--- config.mk ---
export PLATFORM = sky130hd
export DESIGN_NAME = avg_result_fifo
export DESIGN_NICKNAME = d
export VERILOG_FILES = /design/src/rtl/avg_pkg.sv /design/src/rtl/sync_fifo.sv /design/src/rtl/avg_result_fifo.sv
export SDC_FILE = /design/constraint.sdc
export NUM_CORES = 1
export LEC_CHECK = 0
export CORE_ASPECT_RATIO = 1.25
export CORE_MARGIN = 3
export CORE_UTILIZATION = 40
export CTS_CLUSTER_SIZE = 8
export DETAILED_ROUTE_END_ITERATION = 10
export SETUP_SLACK_MARGIN = 0.5
export SLEW_MARGIN = 20
export SYNTH_ARGS = -nofsm -noshare
export SYNTH_HDL_FRONTEND = slang
export SYNTH_SLANG_ARGS = --single-unit
--- constraint.sdc ---
create_clock -name clk -period 4.9 [get_ports clk]
set_input_delay 0.735 -clock clk [delete_from_list [all_inputs] [get_ports clk]]
set_output_delay 0.735 -clock clk [all_outputs]
set_load 0.02 [all_outputs]
--- src/rtl/avg_pkg.sv ---
// Shared types and constants for the averager result path.
package avg_pkg;

    localparam int DW  = 16;
    localparam int WIN = 12;

    typedef logic [DW-1:0] data_t;

    // Minimum tracker starts at the largest value so the first capture always wins.
    localparam data_t STATS_MIN_INIT = '1;

endpackage

--- src/rtl/sync_fifo.sv ---
// Show-ahead synchronous FIFO. The head word is held in a register loaded from the
// storage array at the next read pointer, so a pushed word is visible one cycle
// after its push edge and the array keeps a registered read port.
module sync_fifo #(
    parameter int DW    = 16,
    parameter int DEPTH = 16,
    parameter int CW    = 5
) (
    input  logic          clk,
    input  logic          srst,
    input  logic          push,
    input  logic          pop,
    input  logic [DW-1:0] din,
    output logic [DW-1:0] dout,
    output logic          full,
    output logic          empty,
    output logic [CW-1:0] count
);

    localparam int AW = $clog2(DEPTH);

    logic [DW-1:0] mem [DEPTH];
    logic [AW-1:0] wr_ptr_reg, wr_ptr_next;
    logic [AW-1:0] rd_ptr_reg, rd_ptr_next;
    logic [CW-1:0] count_reg, count_next;
    logic [DW-1:0] dout_reg;
    logic          pop_ok;
    logic          push_ok;

    assign empty   = (count_reg == '0);
    assign full    = (count_reg == CW'(DEPTH));
    assign pop_ok  = pop && !empty;
    assign push_ok = push && (!full || pop_ok);
    assign count   = count_reg;
    assign dout    = dout_reg;

    // Pointer and occupancy next-state; pointers wrap naturally at DEPTH.
    always_comb begin
        wr_ptr_next = wr_ptr_reg;
        rd_ptr_next = rd_ptr_reg;
        count_next  = count_reg;
        if (push_ok) begin
            wr_ptr_next = wr_ptr_reg + 1'b1;
        end
        if (pop_ok) begin
            rd_ptr_next = rd_ptr_reg + 1'b1;
        end
        if (push_ok && !pop_ok) begin
            count_next = count_reg + 1'b1;
        end else if (pop_ok && !push_ok) begin
            count_next = count_reg - 1'b1;
        end
    end

    // Storage array write port; contents need no reset because occupancy gates their use.
    always_ff @(posedge clk) begin
        if (push_ok) begin
            mem[wr_ptr_reg] <= din;
        end
    end

    // Pointer and occupancy registers.
    always_ff @(posedge clk) begin
        if (srst) begin
            wr_ptr_reg <= '0;
            rd_ptr_reg <= '0;
            count_reg  <= '0;
        end else begin
            wr_ptr_reg <= wr_ptr_next;
            rd_ptr_reg <= rd_ptr_next;
            count_reg  <= count_next;
        end
    end

    // Head register: bypass the incoming word when it becomes the new head,
    // otherwise read the array at the next read pointer.
    always_ff @(posedge clk) begin
        if (srst) begin
            dout_reg <= '0;
        end else if (count_next == '0) begin
            dout_reg <= '0;
        end else if (push_ok && (wr_ptr_reg == rd_ptr_next)) begin
            dout_reg <= din;
        end else begin
            dout_reg <= mem[rd_ptr_next];
        end
    end

endmodule

--- src/rtl/avg_result_fifo.sv ---
// Decimates the free-running averager result stream, buffers captures in a
// show-ahead FIFO for a stallable host, and tracks min/max plus a sticky overflow.
module avg_result_fifo #(
    parameter int DW    = 16,
    parameter int DEPTH = 16,
    parameter int DECIM = 1,
    parameter int CW    = 5
) (
    input  logic          clk,
    input  logic          reset,
    input  logic          clear,
    input  logic          avg_ready,
    input  logic [DW-1:0] avg_dout,
    output logic          out_valid,
    output logic [DW-1:0] out_data,
    input  logic          out_ready,
    output logic [CW-1:0] count,
    output logic          overflow,
    output logic [DW-1:0] min_val,
    output logic [DW-1:0] max_val,
    output logic          stats_valid
);

    import avg_pkg::*;

    localparam int DCW = (DECIM > 1) ? $clog2(DECIM) : 1;
    localparam logic [DW-1:0] MIN_INIT = (DW == $bits(data_t)) ? DW'(STATS_MIN_INIT) : {DW{1'b1}};

    logic [DCW-1:0] dcnt_reg, dcnt_next;
    logic           overflow_reg;
    logic [DW-1:0]  min_reg;
    logic [DW-1:0]  max_reg;
    logic           stats_valid_reg;

    logic           flush;
    logic           cap;
    logic           push;
    logic           pop;
    logic           full;
    logic           empty;

    // Reset and clear are equivalent flushes and dominate everything else.
    assign flush = reset || clear;
    assign cap   = avg_ready && (dcnt_reg == DCW'(DECIM - 1));
    assign pop   = !empty && out_ready;
    assign push  = cap && (!full || pop);

    assign out_valid   = !empty;
    assign overflow    = overflow_reg;
    assign min_val     = min_reg;
    assign max_val     = max_reg;
    assign stats_valid = stats_valid_reg;

    // Decimation counter advances only while the averager result is valid.
    always_comb begin
        dcnt_next = dcnt_reg;
        if (avg_ready) begin
            dcnt_next = cap ? '0 : dcnt_reg + 1'b1;
        end
    end

    // Decimation counter register.
    always_ff @(posedge clk) begin
        if (flush) begin
            dcnt_reg <= '0;
        end else begin
            dcnt_reg <= dcnt_next;
        end
    end

    // Sticky overflow: set when a capture finds the FIFO full with no pop to make room.
    always_ff @(posedge clk) begin
        if (flush) begin
            overflow_reg <= 1'b0;
        end else if (cap && full && !pop) begin
            overflow_reg <= 1'b1;
        end
    end

    // Running unsigned min/max over every capture, including dropped ones.
    always_ff @(posedge clk) begin
        if (flush) begin
            min_reg         <= MIN_INIT;
            max_reg         <= '0;
            stats_valid_reg <= 1'b0;
        end else if (cap) begin
            if (avg_dout < min_reg) begin
                min_reg <= avg_dout;
            end
            if (avg_dout > max_reg) begin
                max_reg <= avg_dout;
            end
            stats_valid_reg <= 1'b1;
        end
    end

    sync_fifo #(
        .DW    (DW),
        .DEPTH (DEPTH),
        .CW    (CW)
    ) u_fifo (
        .clk   (clk),
        .srst  (flush),
        .push  (push),
        .pop   (pop),
        .din   (avg_dout),
        .dout  (out_data),
        .full  (full),
        .empty (empty),
        .count (count)
    );

endmodule
==> flow_summary.ini, run 1 <==
[global_route]
grt_pass1_wl_um = 68200
overflow = 0
grt_pass1_vias = 10800
antenna_found_initial = 0
grt_usage = 0.216
grt_start_max_net_pins = 65

[floorplan]
fp.dieH_um = 229
die_w_um = 185
row_count = 81
die-area_sq_mm = 0.0423
io_pins = 77
coreArea_sq_mm = 0.0392
start_util = 0.406

[layout]
top_register = u_fifo.mem
fin_area_sq_mm = 0.0188
fillers = 3377
num_antenna_cells = 0
finalNetCount = 1365
largest_reg_flops = 256
layout-area-overhead-vs-synth_pct = 18.2
layout-drive-gt1-share = 0.143
multi_input_area_sq_mm = 0.00655
final-seq-area_sq_mm = 0.00897

[outcome]
outcome = finished, final reports clean

[drt]
via_per_inst = 5.75
met2_length_um = 23100
drc = 0
postRouteAntennaNets = 0
wl_um = 45700
highest_layer = met4
wl_per_cell_um = 24.8
m1WireLength_um = 18300
dr.first_iter.drc_count = 916
firstDrtPassIters = 5
wl_met3_um = 2130
route.vias.total = 10600

[worst_setup_path]
path_class = reg2reg
worst_path_max_delay_cell = nor4b_4
reg2reg_depth = 11
cpPeakStageDelay_ps = 550
startpoint = u_fifo.count[0]$_SDFF_PP0_
cp-start-kind = register
endpoint = u_fifo.dout[6]$_SDFF_PP0_
cp.arrival_ps = 4150
path_depth = 11
worstReg2RegStart = u_fifo.count[0]$_SDFF_PP0_
critPathRequiredTime_ps = 5390
cp_top_family = simple AND/OR/NAND/NOR gates
cp_num_buf_inv = 3
r2r_slack_ps = 1240
cp_max_fo = 64
r2r-end = u_fifo.dout[6]$_SDFF_PP0_
crit_chain = inv_1, ha_1, nor4b_4, inv_4, nand2_4, buf_12, mux2i_1, o22ai_1, a221oi_1, nand4_1, a21oi_1
crit_path_end_kind = register

[clock_network]
root_buffer = clkbuf_16
clk_path_buf_depth = 3
insertion_delay_ps = 560
clkTransAtPathRegs_ps = 50
numCtsBuffers = 45
cts_tree = done
postCtsHoldBufs = 0
post-cts-setup-buffers = 0
cts_sinks = 320
post_cts_resize_count = 0
h-tree-depth = 2

[logic_synthesis]
synth_cells = 1200
muxShareOfSynthArea = 0.240
avgSynthCellArea_sq_um = 13.3
yosys.area_share.simple = 0.0665
yosysSeqAreaShare = 0.563
synth_fa_ha_area_frac = 0.0306
syn_area_sq_mm = 0.0159
yosysUniqueCellTypes = 62
synth-edff-count = 256
synthTopCellsByCount = mux2i_1 (260), edfxtp_1 (256), nand2_1 (111)
synth_most_common_cell = mux2i_1
yosys_warnings = 0
synth_xor_area_frac = 0.00824
synth_ff_type = edfxtp_1
syn_nets = 1260
synth_largest_area_cell = edfxtp_1
synth.area.top_cells = edfxtp_1 (48%), mux2i_1 (16%), dfxtp_1 (8.0%), mux4_2 (5.4%), ha_1 (3.1%)
yosysTopAreaCellShare = 0.482
synth_top_family_by_area = multiplexers
ys_seq_elements = 320
synthArstFlopShare = 0
synth_compound_area_frac = 0.0618

[timing]
drv_slew = 0
finClkSkew_ps = 22.1
tns_ps = 0
finalSetupViolCount = 0
period_share = 0.748
min_period_ps = 3660
clock.fmax_mhz = 273
rsz0062_at_grt = false
final-hold-violation-count = 0
worst_slew_pin_slew_ps = 1060
max_slew_margin = 0.292

[job]
drv_cap = 0

[power]
power-per-cell-area_mw_per_mm2 = 349
pwr-share-seq = 0.457
peakVddDrop_mv = 0.261
p_int_mw = 4.99
leakage_nw = 6.38
p_sw_frac = 0.241
switching_power_mw = 1.58
clkPwrFrac = 0.442
pwr-share-comb = 0.101

[place]
port_buffers = 76
dp_hpwl_um = 29600
routabilityCongestion = 0.852
dpl-instance-area_sq_mm = 0.0175

[hold_path]
hold_depth = 2
hp-class = reg2reg
power groups by stage:
stage	clock (mW)	sequential (mW)	combinational, mW
6_report	2.91	3.00	0.663
2_1_floorplan	0	3.07	0.365
4_1_cts	2.96	3.00	0.666
3_5_place_dp	0	3.06	0.662
5_1_grt	3.08	3.00	0.712
3_3_place_gp	0	3.06	0.659
worst min-delay path by stage:
| stage | to | startpoint | slack [ps] |
|---|---|---|---|
| 2_1_floorplan | dcnt_reg$_SDFFE_PP0P_ | dcnt_reg$_SDFFE_PP0P_ | 460 |
| 3_3_place_gp | overflow$_SDFFE_PP0P_ | overflow$_SDFFE_PP0P_ | 460 |
| 3_5_place_dp | overflow$_SDFFE_PP0P_ | overflow$_SDFFE_PP0P_ | 460 |
| 4_1_cts | overflow$_SDFFE_PP0P_ | overflow$_SDFFE_PP0P_ | 480 |
| 5_1_grt | stats_valid$_SDFFE_PP0P_ | stats_valid$_SDFFE_PP0P_ | 500 |
| 6_report | overflow$_SDFFE_PP0P_ | overflow$_SDFFE_PP0P_ | 470 |
cell type report:
| type | instances | share of cell area |
|---|---|---|
| clock inverters | 2 | 0.00193 |
| multi-input cells | 765 | 0.347 |
| repair buffers | 133 | 0.0653 |
| flip-flops and latches | 320 | 0.476 |
| inverters | 40 | 0.00810 |
| well taps | 498 | 0.0331 |
| clock buffers | 80 | 0.0679 |
logic make-up after synthesis:
group           count (synthesis)
xor+xnor                       15
simple gates                  230
flops                         320
mux                           330
fa+ha+maj                      39
compound gates                151
buf+inv                       115
metrics by stage:
| step | power (mW) | hold slack [ps] | utilization | setup WS, ps | std cells |
|---|---|---|---|---|---|
| after floorplan | 3.44 | 463 | - | 1340 | 1200 |
| after global placement | 3.72 | 456 | 0.446 | 1080 | 1754 |
| after detailed placement | 3.72 | 463 | 0.446 | 1090 | 1754 |
| after CTS | 6.63 | 479 | 0.480 | 1140 | 1836 |
| after global routing | 6.79 | 501 | 0.480 | 1020 | 1838 |
| final | 6.57 | 474 | 0.480 | 1240 | 1838 |
per-layer routing:
metal,global-route usage,vias to the layer above
li1,-,4811
met1,0.272,5309
met2,0.372,349
met3,0.0308,93
met4,0.0926,0
met5,0,-
placed cells by master (no fill, tap or decap), types with 17 or more instances in the layout:
cell               n
ha_1              38
nor2_1            51
clkbuf_16         46
nand2_1          111
mux2i_1          260
mux2_2            32
buf_4             53
a21oi_1           29
dfxtp_1           62
mux4_2            38
o22ai_1           18
clkbuf_1          34
edfxtp_1         256
clkdlybuf4s50_1   76
inv_1             39
o211ai_1          17
o21ai_0           44
nand4_1           28
tightest hold or removal path: stages, from the launching register on:
cell and delay [ps]:
dfxtp_1 320, a21oi_1 40, nor2_1 70
No activity file was read; power rests on OpenSTA's default activity.
==> run 2, diff against run 1 <==
clock period = 3.6 ns   (was 4.9 ns; I/O delays follow)
==> flow_summary.ini, run 2 (synthesized netlist as in run 1, its figures left out) <==
[layout]
fillers = 3424
layout-area-overhead-vs-synth_pct = 19.6
finalNetCount = 1376
top_register = u_fifo.mem
final_cell_mix = mux2i_1 (260), edfxtp_1 (256), nand2_1 (111)
multi_input_area_sq_mm = 0.00660
fin_area_sq_mm = 0.0191
layout-drive-gt1-share = 0.159
num_antenna_cells = 0
final_common_cell = mux2i_1
largest_reg_flops = 256
final-seq-area_sq_mm = 0.00898

[place]
port_buffers = 76
dpl-instance-area_sq_mm = 0.0176
dp_hpwl_um = 27500
routabilityCongestion = 0.829

[global_route]
antenna_found_initial = 0
grt_usage = 0.203
overflow = 0
grt_start_max_net_pins = 83
grt_pass1_vias = 10800
grt_pass1_wl_um = 64800

[timing]
min_period_ps = 2960
worst_slew_pin_slew_ps = 1060
finClkSkew_ps = 12.6
drv_slew = 0
period_share = 0.821
rsz0062_at_grt = true
max_slew_margin = 0.294
final-hold-violation-count = 0
clock.fmax_mhz = 338
tns_ps = 0
finalSetupViolCount = 0

[floorplan]
row_count = 81
coreArea_sq_mm = 0.0392
die-area_sq_mm = 0.0423
die_w_um = 185
io_pins = 77
fp.dieH_um = 229
start_util = 0.406

[drt]
dr.first_iter.drc_count = 687
route.vias.total = 10500
wl_um = 43400
postRouteAntennaNets = 0
via_per_inst = 5.68
drc = 0
wl_per_cell_um = 23.5
firstDrtPassIters = 5

[power]
power-per-cell-area_mw_per_mm2 = 468
peakVddDrop_mv = 0.353
pwr-share-comb = 0.105
pwr-share-seq = 0.457
clkPwrFrac = 0.437
p_int_mw = 6.82
p_sw_frac = 0.236
switching_power_mw = 2.10
leakage_nw = 6.49

[worst_setup_path]
cp.arrival_ps = 3420
crit_path_end_kind = register
cp-start-kind = register
path_class = reg2reg
critPathRequiredTime_ps = 4070
cp_max_fo = 8

[hold_path]
hp-class = reg2reg

[clock_network]
root_buffer = clkbuf_16
cts_sinks = 320
cts_tree = done
clkTransAtPathRegs_ps = 50
clk_path_buf_depth = 3
insertion_delay_ps = 540
postCtsHoldBufs = 0
numCtsBuffers = 45
h-tree-depth = 2

[job]
drv_cap = 0

[outcome]
outcome = finished, final reports clean
run 2: layout make-up:
cell class | count | share of cell area
Inverter | 40 | 0.00801
Timing Repair Buffer | 144 | 0.0740
Sequential cell | 320 | 0.471
Clock inverter | 1 | 0.000853
Multi-Input combinational cell | 765 | 0.346
Clock buffer | 81 | 0.0673
Tap cell | 498 | 0.0327
run 2: final timing paths:
kind                               from                   endpoint  slack, ps  cells past startpoint
max          u_fifo.count[0]$_SDFF_PP0_  u_fifo.dout[5]$_SDFF_PP0_        640                     12
max reg2reg  u_fifo.count[0]$_SDFF_PP0_  u_fifo.dout[5]$_SDFF_PP0_        640                     12
min reg2reg       overflow$_SDFFE_PP0P_      overflow$_SDFFE_PP0P_        480                      2
min               overflow$_SDFFE_PP0P_      overflow$_SDFFE_PP0P_        480                      2
run 2: power by group through the flow:
stage,clock (mW),sequential [mW],combinational [mW]
after floorplan,0,4.18,0.498
after global placement,0,4.15,0.897
after detailed placement,0,4.15,0.903
after CTS,3.98,4.08,0.929
after global routing,4.15,4.08,1.01
final,3.90,4.08,0.938
run 2: repair_timing:
item / in CTS / in global routing
setup endpoints to repair: 8 / 16
gates cloned: 1 / 2
gates resized for setup: 6 / 14
buffers inserted: 0 / 2
run 2: layer usage:
metal,share of wire,track usage,vias to the layer above
met1,0.41,0.257,5259
met5,0,0,-
met3,0.051,0.0316,88
li1,-,-,4829
met4,0.043,0.0867,0
met2,0.49,0.343,321
run 2: metrics by stage:
| step | util | hold slack, ps | std cells | worst slack, ps | total power, mW |
|---|---|---|---|---|---|
| finish | 0.486 | 479 | 1849 | 644 | 8.92 |
| CTS | 0.484 | 482 | 1845 | 449 | 8.99 |
| global route | 0.486 | 501 | 1849 | 499 | 9.25 |
| global placement | 0.449 | 459 | 1762 | 132 | 5.05 |
| floorplan | - | 463 | 1200 | 461 | 4.68 |
| detailed placement | 0.449 | 475 | 1762 | 121 | 5.06 |
run 2: critical path: stages (launching register included):
cell      delay, ps
dfxtp_2         410
inv_1           130
ha_1            230
nor4b_4         140
buf_4           190
or3_1           450
nand4b_1        140
buf_4           160
clkbuf_4        230
o22ai_1         100
a221oi_1        340
nand4_1         170
a21oi_1         190
==> run 3, diff against run 2 <==
clock period = 2.8 ns   (was 3.6 ns; I/O delays follow)
==> flow_summary.ini, run 3 (synthesized netlist as in run 1, its figures left out) <==
[timing]
period_share = 0.907
clock.fmax_mhz = 394
hold_slack_ps = 466
drv_slew = 0
max_slew_margin = 0.525
finalSetupViolCount = 0
finClkSkew_ps = 31.5
setup_ws_ps = 260
final-hold-violation-count = 0
rsz0062_at_grt = true
min_period_ps = 2540
worst_slew_pin_slew_ps = 711

[clock_network]
cts_tree = done
h-tree-depth = 2
clk_path_buf_depth = 3
numCtsBuffers = 46
insertion_delay_ps = 570
cts_sinks = 320
root_buffer = clkbuf_16
clkTransAtPathRegs_ps = 50
postCtsHoldBufs = 0

[power]
p_sw_frac = 0.240
power-per-cell-area_mw_per_mm2 = 571
power_mw = 11.9
pwr-share-comb = 0.127
leakage_nw = 7.26
pwr-share-seq = 0.439
clkPwrFrac = 0.434
peakVddDrop_mv = 0.434
p_int_mw = 9.07
switching_power_mw = 2.87

[worst_setup_path]
crit_path_end_kind = register
cp.arrival_ps = 3000
path_class = reg2reg
cp_max_fo = 8
critPathRequiredTime_ps = 3260
cp-start-kind = register
cpPeakStageDelay_ps = 470
crit_chain = inv_4, ha_4, nor4b_4, buf_6, nor2_4, or4b_4, o41ai_2, bufbuf_16, buf_6, a221oi_2, buf_4, nand4_1, a21oi_2, buf_4
worst_path_max_delay_cell = or4b_4

[layout]
layout-area-overhead-vs-synth_pct = 31.1
top_register = u_fifo.mem
finalNetCount = 1468
fin_area_sq_mm = 0.0209
largest_reg_flops = 256
layout-drive-gt1-share = 0.270
fillers = 3212
final_cell_mix = mux2i_1 (256), edfxtp_1 (256), nand2_1 (107)
num_antenna_cells = 0

[global_route]
overflow = 0
grt_usage = 0.198
grt_pass1_wl_um = 63800
grt_pass1_vias = 10800
antenna_found_initial = 0
grt_start_max_net_pins = 54

[floorplan]
start_util = 0.406
fp.dieH_um = 229
coreArea_sq_mm = 0.0392
die_w_um = 185
die-area_sq_mm = 0.0423
row_count = 81
io_pins = 77

[drt]
postRouteAntennaNets = 0
dr.first_iter.drc_count = 707
wl_per_cell_um = 22.1
drc = 0
firstDrtPassIters = 5
via_per_inst = 5.57
wl_um = 43000
route.vias.total = 10800

[place]
dpl-instance-area_sq_mm = 0.0187
dp_hpwl_um = 26400
routabilityCongestion = 0.841
place_ws_ps = -151
port_buffers = 76

[job]
drv_cap = 0

[outcome]
outcome = finished, final reports clean

[hold_path]
hp-class = in2reg
==> run 3: cell count changes in the layout (fill, tap and decap cells not counted), moves of 6 or more <==
cell and change:
buf_4 +47, buf_12 +36, a21oi_1 -14, nor2_4 +14, nor2_1 -13, dfxtp_1 -11
a21oi_2 +10, a221oi_1 -6, clkdlybuf4s50_1 -6, dfxtp_4 +6
==> run 3: metrics by stage <==
step	std cells	setup TNS (ps)	utilization
3_5_place_dp	1821	-3200	0.476
6_report	1941	0	0.533
4_1_cts	1921	0	0.523
3_3_place_gp	1821	-1990	0.476
5_1_grt	1941	0	0.533
2_1_floorplan	1200	0	-
==> run 3: power groups by stage <==
stage | clock (mW) | combinational (mW) | sequential, mW
2_1_floorplan | 0 | 0.676 | 5.37
3_3_place_gp | 0 | 1.28 | 5.33
3_5_place_dp | 0 | 1.29 | 5.33
4_1_cts | 5.27 | 1.46 | 5.24
5_1_grt | 5.51 | 1.62 | 5.24
6_report | 5.18 | 1.51 | 5.24
==> run 3: area by class of cell <==
| class | instances | area (sq um) | share of cell area |
|---|---|---|---|
| sequential | 320 | 9000 | 0.431 |
| clock inverter | 3 | 58.8 | 0.00281 |
| timing repair buffer | 234 | 2640 | 0.126 |
| tap | 498 | 623 | 0.0298 |
| inverter | 40 | 165 | 0.00790 |
| multi-input combinational | 766 | 7110 | 0.340 |
| clock buffer | 80 | 1300 | 0.0622 |
==> run 3: final timing paths <==
check                              from                        end  slack, ps  cells past startpoint
min reg2reg    stats_valid$_SDFFE_PP0P_   stats_valid$_SDFFE_PP0P_        470                      2
max          u_fifo.count[1]$_SDFF_PP0_  u_fifo.dout[1]$_SDFF_PP0_        260                     14
min                           avg_ready      dcnt_reg$_SDFFE_PP0P_        470                      2
max reg2reg  u_fifo.count[1]$_SDFF_PP0_  u_fifo.dout[1]$_SDFF_PP0_        260                     14
==> run 3: per-layer routing <==
layer  global-route usage  wire (um)  up-vias  share of wire
met5                    0          0        -              0
met4               0.0626       1210        0          0.028
met3               0.0262       1630       74          0.038
met2                0.343      22000      239           0.51
met1                0.256      18100     5473           0.42
li1                     -          -     5017              -
==> run 3: repair_timing <==
action / in CTS / in global routing
buffers inserted: 12 / 18
cloned: 5 / 2
endpoints found under the setup margin: 38 / 37
pin swaps: 9 / 26
gates resized for setup: 63 / 34
==> run 3: worst max-delay path: cells and delay by family (launching register included) <==
| family | cells | cell delay [ps] |
|---|---|---|
| flops | 1 | 350 |
| fa+ha+maj | 1 | 130 |
| buf+inv | 6 | 990 |
| simple gates | 4 | 790 |
| compound gates | 3 | 200 |
